$ cat src/rtl/conv_pkg.sv
// Shared types and sizing helpers for the convolution window buffer.
package conv_pkg;

  localparam int PIXEL_W = 4;
  typedef logic [PIXEL_W-1:0] pixel_t;

  typedef enum logic [1:0] {
    ST_FILL,
    ST_FLUSH,
    ST_DONE
  } conv_state_e;

  // Zero-padding margin for an odd window of side n ("same" convolution).
  function automatic int pad(input int n);
    return (n - 1) / 2;
  endfunction

  // Windows emitted per frame: one per centre pixel.
  function automatic int window_count(input int image_width);
    return image_width * image_width;
  endfunction

  // Pixels held in the delay line: enough to reach the top-left tap.
  function automatic int line_depth(input int n, input int image_width);
    return (n - 1) * image_width + n;
  endfunction

endpackage

$ cat src/rtl/conv_line_shift.sv
// Fixed-depth pixel delay line; tap 0 is the newest pixel.
module conv_line_shift #(
  parameter int DEPTH = 1,
  parameter int WIDTH = 1
) (
  input  logic                        clk,
  input  logic                        res_n,
  input  logic                        shift_en,
  input  logic [WIDTH-1:0]            shift_data,
  output logic [DEPTH-1:0][WIDTH-1:0] taps
);

  always_ff @(posedge clk or negedge res_n) begin
    if (!res_n) begin
      taps <= '0;
    end else if (shift_en) begin
      taps[0] <= shift_data;
      for (int t = 1; t < DEPTH; t++) taps[t] <= taps[t-1];
    end
  end

endmodule

$ cat src/rtl/convolution_buffer.sv
// Streams a raster image and emits one zero-padded NxN window per pixel.
// Optional simulation checks are compiled in with CONV_BUFFER_ASSERT_EN.
module convolution_buffer
  import conv_pkg::*;
#(
  parameter int N          = 3,
  parameter int BitSize    = 4,
  parameter int ImageWidth = 4
) (
  input  logic                                 clk,
  input  logic                                 res_n,
  input  logic                                 in_valid,
  input  logic [BitSize-1:0]                   in_data,
  output logic                                 out_ready,
  output logic                                 out_valid,
  output logic [N-1:0][N-1:0][BitSize-1:0]     out_data,
  output logic                                 out_done
);

  localparam int P     = pad(N);
  localparam int Lead  = P * ImageWidth + P;
  localparam int Depth = line_depth(N, ImageWidth);
  localparam int Frame = window_count(ImageWidth);
  localparam int CntW  = $clog2(Frame + 1);
  localparam int PosW  = $clog2(ImageWidth + 1);

  conv_state_e                      state, state_nxt;
  logic [CntW-1:0]                  in_cnt;
  logic [PosW-1:0]                  cen_row, cen_col;
  logic                             shift_en, accept, produce, last_win;
  logic [BitSize-1:0]               shift_data;
  logic [Depth-1:0][BitSize-1:0]    taps, next_taps;
  logic [N-1:0][N-1:0][BitSize-1:0] win;

  conv_line_shift #(
    .DEPTH(Depth),
    .WIDTH(BitSize)
  ) u_line (
    .clk       (clk),
    .res_n     (res_n),
    .shift_en  (shift_en),
    .shift_data(shift_data),
    .taps      (taps)
  );

  function automatic logic in_image(input int v);
    return (v >= 0) && (v < ImageWidth);
  endfunction

  assign last_win = (cen_row == PosW'(ImageWidth - 1)) && (cen_col == PosW'(ImageWidth - 1));

  // Flush shifts zeros so the trailing centres line up with the fixed taps.
  always_comb begin : fsm_next
    state_nxt  = state;
    out_ready  = 1'b0;
    shift_en   = 1'b0;
    shift_data = '0;
    accept     = 1'b0;
    produce    = 1'b0;
    unique case (state)
      ST_FILL: begin
        out_ready = 1'b1;
        if (in_valid) begin
          accept     = 1'b1;
          shift_en   = 1'b1;
          shift_data = in_data;
          produce    = (in_cnt >= CntW'(Lead));
          if (in_cnt == CntW'(Frame - 1)) state_nxt = (Lead == 0) ? ST_DONE : ST_FLUSH;
        end
      end
      ST_FLUSH: begin
        shift_en = 1'b1;
        produce  = 1'b1;
        if (last_win) state_nxt = ST_DONE;
      end
      ST_DONE:  state_nxt = ST_FILL;
      default:  state_nxt = ST_FILL;
    endcase
  end

  // Window is taken from the post-shift line so it registers on the accepting edge.
  always_comb begin : window_mux
    next_taps[0] = shift_data;
    for (int t = 1; t < Depth; t++) next_taps[t] = taps[t-1];
    win = '0;
    for (int r = 0; r < N; r++) begin
      for (int c = 0; c < N; c++) begin
        if (in_image(int'(cen_row) + r - P) && in_image(int'(cen_col) + c - P))
          win[r][c] = next_taps[(N - 1 - r) * ImageWidth + (N - 1 - c)];
      end
    end
  end

  always_ff @(posedge clk or negedge res_n) begin
    if (!res_n) begin
      state     <= ST_FILL;
      in_cnt    <= '0;
      cen_row   <= '0;
      cen_col   <= '0;
      out_valid <= 1'b0;
      out_done  <= 1'b0;
      out_data  <= '0;
    end else begin
      state     <= state_nxt;
      out_valid <= produce;
      out_done  <= produce && last_win;
      if (accept) in_cnt <= in_cnt + 1'b1;
      if (produce) begin
        out_data <= win;
        if (last_win) begin
          cen_row <= '0;
          cen_col <= '0;
          in_cnt  <= '0;
        end else if (cen_col == PosW'(ImageWidth - 1)) begin
          cen_col <= '0;
          cen_row <= cen_row + 1'b1;
        end else begin
          cen_col <= cen_col + 1'b1;
        end
      end
    end
  end

`ifdef CONV_BUFFER_ASSERT_EN
  logic [CntW:0] vld_cnt;

  always_ff @(posedge clk or negedge res_n) begin
    if (!res_n) vld_cnt <= '0;
    else if (out_valid && out_done) vld_cnt <= '0;
    else if (out_valid) vld_cnt <= vld_cnt + 1'b1;
  end

  always_ff @(posedge clk) begin
    if (res_n) begin
      assert (N % 2 == 1) else $error("window size must be odd");
      assert (N <= ImageWidth) else $error("window larger than image");
      assert (!(in_valid && out_ready) || !$isunknown(in_data)) else $error("unknown pixel accepted");
      assert (vld_cnt < (CntW + 1)'(Frame)) else $error("too many windows in frame");
      assert (!out_done || out_valid) else $error("done without valid");
    end
  end
`else
  // Checks excluded from this build.
`endif

endmodule

$ cat config.mk
export PLATFORM = sky130hd
export DESIGN_NAME = convolution_buffer
export DESIGN_NICKNAME = d
export VERILOG_FILES = /design/src/rtl/conv_pkg.sv /design/src/rtl/conv_line_shift.sv /design/src/rtl/convolution_buffer.sv
export SDC_FILE = /design/constraint.sdc
export NUM_CORES = 1
export LEC_CHECK = 0
export CORE_ASPECT_RATIO = 0.9
export CORE_MARGIN = 2
export CORE_UTILIZATION = 30
export DETAILED_ROUTE_END_ITERATION = 6
export PLACE_DENSITY_LB_ADDON = 0.25
export SLEW_MARGIN = 15
export SYNTH_ARGS = -nofsm -noshare
export SYNTH_HDL_FRONTEND = slang
export SYNTH_SLANG_ARGS = --single-unit
$ cat constraint.sdc
create_clock -name clk -period 1.7 [get_ports clk]
set_input_delay 0.34 -clock clk [delete_from_list [all_inputs] [get_ports clk]]
set_output_delay 0.34 -clock clk [all_outputs]
set_load 0.01 [all_outputs]
==> flow_metrics.tcl <==
set metrics [dict create \
    end_kind "flop" \
    pwr_density_cell_nw_per_um2 2050 \
    n_antenna_cell 0 \
    drt_iter0_markers 139 \
    async_reset_ff_frac 1.00 \
    yosysTopAreaCell "dfrtp_1" \
    cts-root-buf "clkbuf_16" \
    reg2regPathDepth 7 \
    hold_violations 0 \
    drive_gt1_frac 0.297 \
    violations "setup timing" \
    crit_type "reg2reg" \
    synthSimpleGateAreaFrac 0.0679 \
    r2r-end "out_data[1]" \
    initial_core_util 0.307 \
    synth_top_area_frac 0.614 \
    cts.sinks 91 \
    placement.io_buffers 45 \
    tightest_slew_ns 0.432 \
    hold_path_depth 1 \
    min_from "u_line.taps[37]" \
    wl_um 7740 \
    synthTopCellsByArea "dfrtp_1 (61%), mux2_2 (12%), a22o_1 (7.6%)" \
    synthMuxAreaShare 0.118 \
    hpwl_um 5200 \
    r2r_start "in_cnt[1]" \
    synth_xor_area_frac 0.00709 \
    hold_class "reg2reg" \
    floorplan.die.width_um 121 \
    wl_per_cell_um 15.3 \
    htree_num_levels 3 \
    grt_pass1_vias 2490 \
    finalWorstSetupSlack_ns -0.0107 \
    drv_cap 0 \
    synth_commonest_cells "dfrtp_1 (91), mux2_2 (38), a22o_1 (32)" \
    setup_viol 4 \
    viasPerCell 4.62 \
    syn_avg_cell_area_um2 14.0 \
    synthesis.nets 281 \
    drv_slew 0 \
    postRouteAntennaNets 0 \
    vias 2340 \
    synth_cell_types 35 \
    nets 359 \
    r2r_setup_slack_ns -0.01 \
    period_needed_ns 1.71 \
    syn-instance-count 264 \
    ys_seq_area_frac 0.614 \
    synth_top_family_by_area "compound AO/OA/AOI/OAI gates" \
    rsz0062_at_grt "yes" \
    grt_pass1_wl_um 13000 \
    status "finished with violations" \
    cp_max_fo 5 \
    synth-seq-cells 91 \
    rows 38 \
    synthAdderAreaFrac 0.0338 \
    fin_total_pwr_mw 10.3 \
    fillers 1163 \
    p_leak_nw 2.24 \
    ios 46 \
    chipHeight_um 109 \
    synth_area_um2 3710 \
    fin_setup_tns_ns -0.0392 \
    clk_pin_slew_worst_paths_ns 0.06 \
    core_area_um2 12100 \
    grt_max_degree 35 \
    skew_ns 0.00798 \
    antenna_found_initial 0 \
    synth_edf_count 0 \
    cp-start-kind "flop" \
    maxSlewHeadroom 0.712 \
    firstDrtPassIters 4 \
    fmax_mhz 585 \
    die_area_um2 13300 \
    hold_ws_ns 0.485 \
    synth_flop_cell "dfrtp_1" \
    regArea_um2 2280 \
    tritoncts "done" \
    yosysMostFrequentCell "dfrtp_1" \
    area_growth_pct 35.1 \
    multiInputGateArea_um2 1380 \
    grt_usage 0.130 \
    cts_made_buffers 9 \
    synth_compound_area_frac 0.122 \
    finalCritPeriodShare 1.01 \
    ir_drop_uv 933 \
    overflow 0 \
    cts_max_path_buffers 2 \
    yosysWarnings 0 \
    worstSkewPairLatency_ns 0.34 \
    critPathArrivalTime_ns 1.94 \
    gp_congestion 0.766 \
    min_to "out_data[1]" \
    required_ns 1.93 \
    drc_errors 0 \
]
timing repair:
action	4_1_cts	5_1_grt
resized for setup	12	4
pin swaps	4	5
hold endpoints to repair	27	0
cloned	2	0
endpoints found under the setup margin	47	36
hold buffers	1	0
buffers inserted	2	0
placed cells by master (no fill, tap or decap), drive strengths merged, types with 4 or more instances in the layout:
cell type      Yosys  routed
dfrtp             91      91
ha                10      10
nand2             14      14
mux2              38      38
nor3               9       9
clkbuf             0      12
a32o               4       4
o21ai              8       8
clkdlybuf4s50      0      43
nor2              12      12
buf               11      31
inv               11      11
a22o              32      32
where the power goes:
group | internal, mW | switching (mW) | leakage (nW)
sequential | 3.11 | 0.640 | 1.16
combinational | 2.47 | 1.94 | 0.941
clock | 1.29 | 0.815 | 0.143
total | 6.86 | 3.39 | 2.24
routing by layer:
layer  track usage  wire [um]  up-vias
met5             0          0        -
met4        0.0394         67        0
met2         0.205       3700       49
met1         0.167       3630     1172
li1              -          -     1115
met3        0.0482        343        4
worst max-delay path, stage by stage (launching register included):
cell and delay (ns):
dfrtp_1 0.37, buf_4 0.15, o311ai_4 0.31, a31o_4 0.25, buf_4 0.14, nor3_2 0.04, buf_4 0.15, a22o_1 0.17
kinds of logic (layout without fill, tap and decap cells):
kind of cell,after synthesis,after routing
mux,39,39
xor+xnor,3,3
simple gates,44,44
compound gates,55,56
fa+ha+maj,10,10
buf+inv,22,104
flops,91,91
final cells by class:
type,count,share of cell area
Clock buffer,12,0.0472
Clock inverter,4,0.0150
Inverter,11,0.00874
Multi-Input combinational cell,152,0.275
Sequential cell,91,0.455
Tap cell,160,0.0400
Timing Repair Buffer,77,0.159
registers in the layout, indices dropped and copies added (netlist names):
| register | cells |
|---|---|
| cen_row | 3 |
| out_data | 36 |
| out_done | 1 |
| out_valid | 1 |
| state | 2 |
| in_cnt | 5 |
| u_line.taps | 40 |
| cen_col | 3 |
through the flow:
stage / cell area (um^2) / worst slack [ns] / cells / utilization
floorplan: 3720 / -0.0119 / 264 / -
global placement: 4590 / -0.305 / 488 / 0.380
detailed placement: 4590 / -0.352 / 488 / 0.380
CTS: 5000 / -0.0367 / 507 / 0.414
global route: 5010 / -0.0742 / 507 / 0.415
finish: 5010 / -0.0107 / 507 / 0.415
worst max path at each step:
stage,end,cells after the start,startpoint,slack (ns)
floorplan,cen_row[0],8,in_cnt[1],-0.01
global placement,out_done,6,in_valid,-0.31
detailed placement,out_data[26],6,in_valid,-0.35
CTS,out_data[3],7,in_cnt[1],-0.04
global route,out_data[0],7,in_cnt[1],-0.07
finish,out_data[1],7,in_cnt[1],-0.01
No activity file was read; power rests on OpenSTA's default activity.
